## src/rtl/unified_mem_arbiter.sv

```systemverilog
// Shares one single-port, variable-latency memory between instruction fetch and data access.
// The data side wins arbitration until fetch has been passed over STARVE_LIMIT times in a row.
module unified_mem_arbiter #(
    parameter int ADDR_WIDTH   = 32,
    parameter int DATA_WIDTH   = 32,
    parameter int STARVE_LIMIT = 4
) (
    input  logic                  clk,
    input  logic                  reset,
    input  logic                  i_req,
    input  logic [ADDR_WIDTH-1:0] i_addr,
    output logic                  i_ready,
    output logic [DATA_WIDTH-1:0] i_rdata,
    input  logic                  d_req,
    input  logic                  d_we,
    input  logic [ADDR_WIDTH-1:0] d_addr,
    input  logic [DATA_WIDTH-1:0] d_wdata,
    output logic                  d_ready,
    output logic [DATA_WIDTH-1:0] d_rdata,
    output logic                  m_req,
    output logic                  m_we,
    output logic [ADDR_WIDTH-1:0] m_addr,
    output logic [DATA_WIDTH-1:0] m_wdata,
    input  logic                  m_ack,
    input  logic [DATA_WIDTH-1:0] m_rdata,
    output logic                  busy,
    output logic [2:0]            o_state
);
    localparam int CNT_W = $clog2(STARVE_LIMIT + 1);

    // Handshake: a requester holds req (and its address/data) until its ready pulse;
    // m_req is held until m_ack, and m_ack is only honoured while m_req is high.
    typedef enum logic [2:0] {
        S_IDLE    = 3'd0,
        S_GRANT_I = 3'd1,
        S_GRANT_D = 3'd2,
        S_RESP_I  = 3'd3,
        S_RESP_D  = 3'd4
    } state_t;

    state_t                r_state;
    state_t                w_next;
    logic [CNT_W-1:0]      r_cnt;
    logic                  r_m_we;
    logic [ADDR_WIDTH-1:0] r_m_addr;
    logic [DATA_WIDTH-1:0] r_m_wdata;
    logic [DATA_WIDTH-1:0] r_i_rdata;
    logic [DATA_WIDTH-1:0] r_d_rdata;
    logic                  w_starved;
    logic                  w_pick_i;
    logic                  w_pick_d;
    logic [CNT_W-1:0]      w_cnt_inc;

    assign w_starved = (r_cnt == CNT_W'(STARVE_LIMIT));
    assign w_pick_i  = i_req && (!d_req || w_starved);
    assign w_pick_d  = d_req && !w_pick_i;
    assign w_cnt_inc = w_starved ? r_cnt : r_cnt + CNT_W'(1);

    always_ff @(posedge clk or negedge reset) begin
        if (!reset) begin
            r_state <= S_IDLE;
        end else begin
            r_state <= w_next;
        end
    end

    always_comb begin
        w_next = r_state;
        case (r_state)
            S_IDLE: begin
                if (w_pick_i) begin
                    w_next = S_GRANT_I;
                end else if (w_pick_d) begin
                    w_next = S_GRANT_D;
                end
            end
            S_GRANT_I: if (m_ack) w_next = S_RESP_I;
            S_GRANT_D: if (m_ack) w_next = S_RESP_D;
            S_RESP_I:  w_next = S_IDLE;
            S_RESP_D:  w_next = S_IDLE;
            default:   w_next = S_IDLE;
        endcase
    end

    always_comb begin
        m_req   = 1'b0;
        i_ready = 1'b0;
        d_ready = 1'b0;
        busy    = 1'b1;
        case (r_state)
            S_IDLE:    busy    = 1'b0;
            S_GRANT_I: m_req   = 1'b1;
            S_GRANT_D: m_req   = 1'b1;
            S_RESP_I:  i_ready = 1'b1;
            S_RESP_D:  d_ready = 1'b1;
            default:   busy    = 1'b0;
        endcase
    end

    // Request fields are captured once at grant and held for the whole transaction.
    always_ff @(posedge clk or negedge reset) begin
        if (!reset) begin
            r_cnt     <= '0;
            r_m_we    <= 1'b0;
            r_m_addr  <= '0;
            r_m_wdata <= '0;
            r_i_rdata <= '0;
            r_d_rdata <= '0;
        end else begin
            if (r_state == S_IDLE) begin
                if (w_pick_i) begin
                    r_m_addr <= i_addr;
                    r_m_we   <= 1'b0;
                    r_cnt    <= '0;
                end else if (w_pick_d) begin
                    r_m_addr  <= d_addr;
                    r_m_we    <= d_we;
                    r_m_wdata <= d_wdata;
                    r_cnt     <= i_req ? w_cnt_inc : '0;
                end
            end
            if (r_state == S_GRANT_I && m_ack) begin
                r_i_rdata <= m_rdata;
            end
            if (r_state == S_GRANT_D && m_ack && !r_m_we) begin
                r_d_rdata <= m_rdata;
            end
        end
    end

    assign m_we    = r_m_we;
    assign m_addr  = r_m_addr;
    assign m_wdata = r_m_wdata;
    assign i_rdata = r_i_rdata;
    assign d_rdata = r_d_rdata;
    assign o_state = r_state;

endmodule

```

## config.mk

```make
export PLATFORM = sky130hd
export DESIGN_NAME = unified_mem_arbiter
export DESIGN_NICKNAME = d
export VERILOG_FILES = /design/src/rtl/unified_mem_arbiter.sv
export SDC_FILE = /design/constraint.sdc
export NUM_CORES = 1
export LEC_CHECK = 0
export CORE_UTILIZATION = 30
export CTS_CLUSTER_DIAMETER = 40
export DETAILED_ROUTE_END_ITERATION = 8
export PLACE_DENSITY = 0.65
export SYNTH_ARGS = -nofsm -noshare
export SYNTH_HDL_FRONTEND = slang
export SYNTH_SLANG_ARGS = --single-unit
```

## constraint.sdc

```tcl
create_clock -name clk -period 2.44 [get_ports clk]
set_input_delay 0.488 -clock clk [delete_from_list [all_inputs] [get_ports clk]]
set_output_delay 0.488 -clock clk [all_outputs]
set_load 0.02 [all_outputs]
```

======== Yosys cells after proc, flatten, opt, wreduce, memory -nomap -nowiden ========
Cells that the tools add are included.
Widths: inputs -> output; s select.
operators by class
  add/sub/neg operators ................... 1
  equal/unequal tests ..................... 9
  muxes and demuxes ....................... 17
  bitwise logic cells ..................... 1
  reductions and logical operators ........ 17
operator list
  cell                 number
  $mux 32              2
  $mux 3               8
  $pmux 3 s3           1
  $reduce_and 3->1     3
  $eq 3x2->1 const B   2
  $eq 3x3->1 const B   2
  $mux 1               6
  $logic_and 1x1->1    5
  $ne 2x2->1 const B   2
  $reduce_or 4->1      1
  $add 3x1->3 const B  1
  $eq 3x1->1 const B   1
  $logic_not 1->1      3
  $logic_not 3->1      1
  $ne 3x2->1 const B   1
  $ne 3x3->1 const B   1
  $reduce_and 2->1     1
  $reduce_bool 2->1    1
  $reduce_or 2->1      1
  $logic_or 1x1->1     1
  $not 1->1            1
storage, ports and cells
  register bits ........................... 135
  bits of input ports ..................... 134
  output and inout bits ................... 136
  word-level logic and storage cells ...... 52

======== Logic depth before layout (Yosys ltp) ========
Gate-level depths: netlist (run 1).
  depth in word-level cells ............... 8
  depth in mapped cells ................... 7
  mapped depth without buffers ............ 5

======== Least setup slack after synthesis (run 1) ========
No wires, ideal clock.
  path kind ............................... reg-to-reg
  start ................................... register r_state[2], in the netlist o_state[2]
  end ..................................... register r_d_rdata[10], in the netlist d_rdata[10]
  library setup time ...................... 0.128 ns
  arrival ................................. 1.575 ns
  data required time ...................... 2.312 ns
  setup slack ............................. 0.737 ns
  stages on the path, launching flop included .. 6
  buffers on the path ..................... 2
  clock period less this slack ............ 1.703 ns
  cell sequence ........................... dfrtp_1 -> buf_2 -> nand2b_1 -> nor3_2 -> buf_4 -> mux2_1
on the way
  cells in the longest elaborated chain, start to end .. 3
RTL lines
  item                             RTL line  source
  start: declaration               41        state_t r_state;
  start signal: assignment         63        r_state <= w_next;
  $eq 3x2->1                       125       if (r_state == S_GRANT_D && m_ack && !r_m_we) begin
  $logic_and 1x1->1 (2 in series)  125
  end signal: assignment           126       r_d_rdata <= m_rdata;
  end: declaration                 48        logic [DATA_WIDTH-1:0] r_d_rdata;
No other way between the ends.
A chain may end at the register's enable or synchronous reset.

======== Worst setup path in the final report (run 1) ========
  start ................................... register r_state[1], in the netlist o_state[1]
  end ..................................... output i_ready
on the way
  cells in the longest elaborated chain, start to end .. 2
RTL lines
  item              RTL line  source
  $eq 3x2->1        90        case (r_state)
  $mux 1            90
  end: declaration  12        output logic i_ready,
No other way between the ends.

==> results.yml, run 1 <==
worst_setup_path:
  r2r_cells: 6
  path_class: "flip-flop to primary output"
  cp.required_ps: 1950
  worstPathCellList: "nand2_1, nor2_1, clkdlybuf4s50_1"
  rr_startpoint: "r_cnt[0]"
  cp_slowest_cell: "clkdlybuf4s50_1"
  path_delay_family: "buffers and inverters"
  critPathMaxFanout: 8
  critPathArrivalTime_ps: 1780
  max_stage_delay_ps: 650
  crit_path_start_kind: "flip-flop"
  rr_endpoint: "m_wdata[27]"
  cp-end-kind: "primary output"
  r2r_slack_ps: 640
  path_buf_inv: 1
sta:
  rsz0062_at_grt: "no"
  tns_ps: 0
  fin_crit_ps: 2270
  finalSetupViolations: 0
  slew-limit-headroom: 0.570
  fin_crit_sh: 0.928
  whs_ps: 482
  finalClockSkew_ps: 4.39
  fmax_mhz: 441
  worst_pin_slew_ps: 645
  maxSlewViolCount: 0
  hold_violations: 0
yosys:
  ys_warn_count: 0
  synth_edf_count: 0
  synthesis.nets: 574
  synth.cell_area_sq_mm: 0.00558
  ys_seq_area_frac: 0.606
  syn_inst: 438
  ys.flop_type: "dfrtp_1"
  synthArstFlopShare: 1.00
  synth_area_per_cell_sq_um: 12.7
  synth_cell_types: 29
  ys_seq_elements: 135
routing:
  wire_per_inst_um: 16.6
  drt_iter0_markers: 200
  route.detailed.drc: 34
  vias_per_cell: 4.80
  ant_nets: 0
  drt_pass1_iterations: 7
  routed-via-count: 4566
  wirelength_um: 15800
job:
  drv_cap: 0
power:
  switching_power_w: 0.00468
  total_power_w: 0.0127
  pwr-share-clk: 0.193
  switching_share: 0.370
  power_density_mw_per_mm2: 1380
  leakagePower_nw: 3.73
  ir_worst_vdd_uv: 623
  internal_power_w: 0.00797
  sequentialPowerShare: 0.320
  combPwrFrac: 0.487
global_route:
  grt_pass1_wl_um: 25600
  met1_usage: 0.207
  track_usage: 0.171
  grtUsageMet3: 0.0540
  antenna_found_initial: 0
  grt.busiest_layer: "met2"
  grt_max_degree: 78
  grt_pass1_vias: 4875
  grt_overflow: 0
  gr-usage-met2: 0.284
min_path:
  hp-class: "flip-flop to flip-flop"
  min_from: "d_rdata[26]"
  holdPathStages: 1
  min_delay_worst_endpoint: "d_rdata[26]"
cells_and_area:
  syn_to_final_growth_pct: 64.7
  nNetsFinal: 845
  nFillCells: 1573
  seqCellArea_sq_mm: 0.00338
  postLayoutCellArea_sq_mm: 0.00918
  drive_above_1_share: 0.0886
  multiInputGateArea_sq_mm: 0.00204
  n_antenna_cell: 0
cts:
  cts_sinks: 135
  worstSkewPairLatency_ps: 410
  clkTransAtPathRegs_ps: 50
  cts_made_buffers: 17
  postCtsSetupBuffers: 0
  cts_tree: "yes"
  clockBufferDepth: 2
  ctsHtreeMaxLevel: 4
  clockRootBuffer: "clkbuf_16"
floorplan:
  rows: 49
  dieWidth_um: 138
  start_util: 0.308
  die_h_um: 138
  ios: 270
  dieArea_sq_mm: 0.0191
  placeableCoreArea_sq_mm: 0.0181
place:
  placed_area_sq_mm: 0.00859
  gp_congestion: 0.846
  dp.final_hpwl_um: 11700
  numPortBuffers: 269
status:
  status: "finished, violations left"
  failed_checks: "design-rule violations"
power groups by stage:
stage / Sequential, W / Combinational [W] / Clock, W
2_1_floorplan: 0.00532 / 0.00172 / 0
3_3_place_gp: 0.00403 / 0.00614 / 0
3_5_place_dp: 0.00407 / 0.00625 / 0
4_1_cts: 0.00406 / 0.00624 / 0.00252
5_1_grt: 0.00420 / 0.00655 / 0.00265
6_report: 0.00404 / 0.00616 / 0.00245
cells in the final DEF, fill, tap and decap left out, drive strengths merged:
cell,instances
dlygate4sd2,2
dlygate4sd3,1
o21ai,34
ha,2
o211ai,1
buf,19
nor3b,1
or2,1
nand2b,3
nand3,32
dfrtp,135
clkbuf,21
nor3,3
a21bo,1
clkinv,5
o22ai,1
a21boi,1
a32o,1
dlymetal6s2s,1
clkdlybuf4s50,265
bufinv,1
a31o,1
and2,2
nand2,4
a21oi,38
a31oi,33
nor2,4
inv,7
clkinvlp,4
xnor2,1
o2bb2ai,1
mux2,96
metrics by stage:
| stage | setup WS, ps | util | cells |
|---|---|---|---|
| 2_1_floorplan | 737 | - | 438 |
| 3_3_place_gp | 311 | 0.475 | 918 |
| 3_5_place_dp | 283 | 0.475 | 918 |
| 4_1_cts | 43.5 | 0.508 | 951 |
| 5_1_grt | 53.6 | 0.508 | 951 |
| 6_report | 175 | 0.508 | 951 |
area by class of cell:
| cell class | count | share of cell area |
|---|---|---|
| Multi-Input combinational cell | 261 | 0.222 |
| Clock inverter | 11 | 0.0106 |
| Clock buffer | 21 | 0.0523 |
| Timing Repair Buffer | 288 | 0.313 |
| Inverter | 6 | 0.00245 |
| Tap cell | 229 | 0.0312 |
| Sequential cell | 135 | 0.368 |
repair_timing:
action / in CTS / in global routing
setup endpoints to repair: 3 / 1
pin swaps: 0 / 0
resized for setup: 3 / 1
endpoints found under the hold margin: 32 / 0
hold buffers: 1 / 0
cell usage after synthesis (3+ instances only):
library cell	number	area share
a21oi_1	38	0.034
a31oi_1	33	0.037
buf_1	3	0.0020
buf_2	10	0.0090
buf_4	6	0.0081
clkbuf_1	17	0.011
dfrtp_1	135	0.61
inv_1	6	0.0040
mux2_1	91	0.18
mux2_2	5	0.010
nand2_1	4	0.0027
nand2b_1	3	0.0034
nand3_1	32	0.029
nor2_1	4	0.0027
o21ai_0	34	0.031
worst register-to-register path, delay by kind of cell (launching register included):
family          cells  cell delay (ps)
flops               1              380
mux                 1              370
buf+inv             2              320
fa+ha+maj           1              270
compound gates      1              210
simple gates        1              140
kinds of logic (layout without fill, tap and decap cells):
group,Yosys count,after routing,share of synthesized area
flops,135,135,0.606
compound gates,112,112,0.113
mux,96,96,0.194
simple gates,50,50,0.0467
buf+inv,42,326,0.0346
fa+ha+maj,2,2,0.00449
xor+xnor,1,1,0.00157
how the worst max path moves through the flow:
stage | start | to | slack, ps | cells past startpoint
2_1_floorplan | o_state[2] | d_rdata[10] | 740 | 5
3_3_place_gp | m_ack | i_rdata[2] | 310 | 5
3_5_place_dp | d_req | m_addr[11] | 280 | 4
4_1_cts | o_state[0] | d_ready | 40 | 3
5_1_grt | o_state[1] | i_ready | 50 | 3
6_report | o_state[1] | i_ready | 170 | 3
sequential cells by signal, indices dropped and copies added, names as in the netlist:
name	count
d_rdata	32
i_rdata	32
m_addr	32
m_wdata	32
m_we	1
o_state	3
r_cnt	3
layer usage:
layer	vias up	part of all wire
met1	2205	0.41
met3	19	0.079
met5	-	0
met2	202	0.50
met4	0	0.017
li1	2140	-
No activity file was read; power rests on OpenSTA's default activity.
==> run 2, diff against run 1 <==
--- a/config.mk
+++ b/config.mk
@@ -5,6 +5,7 @@
 export SDC_FILE = /design/constraint.sdc
 export NUM_CORES = 1
 export LEC_CHECK = 0
+export CAP_MARGIN = 20
 export CORE_UTILIZATION = 30
 export CTS_CLUSTER_DIAMETER = 40
 export DETAILED_ROUTE_END_ITERATION = 8
==> results of run 2 <==
Same layout as run 1: the final DEF is identical, and so are final timing and power.
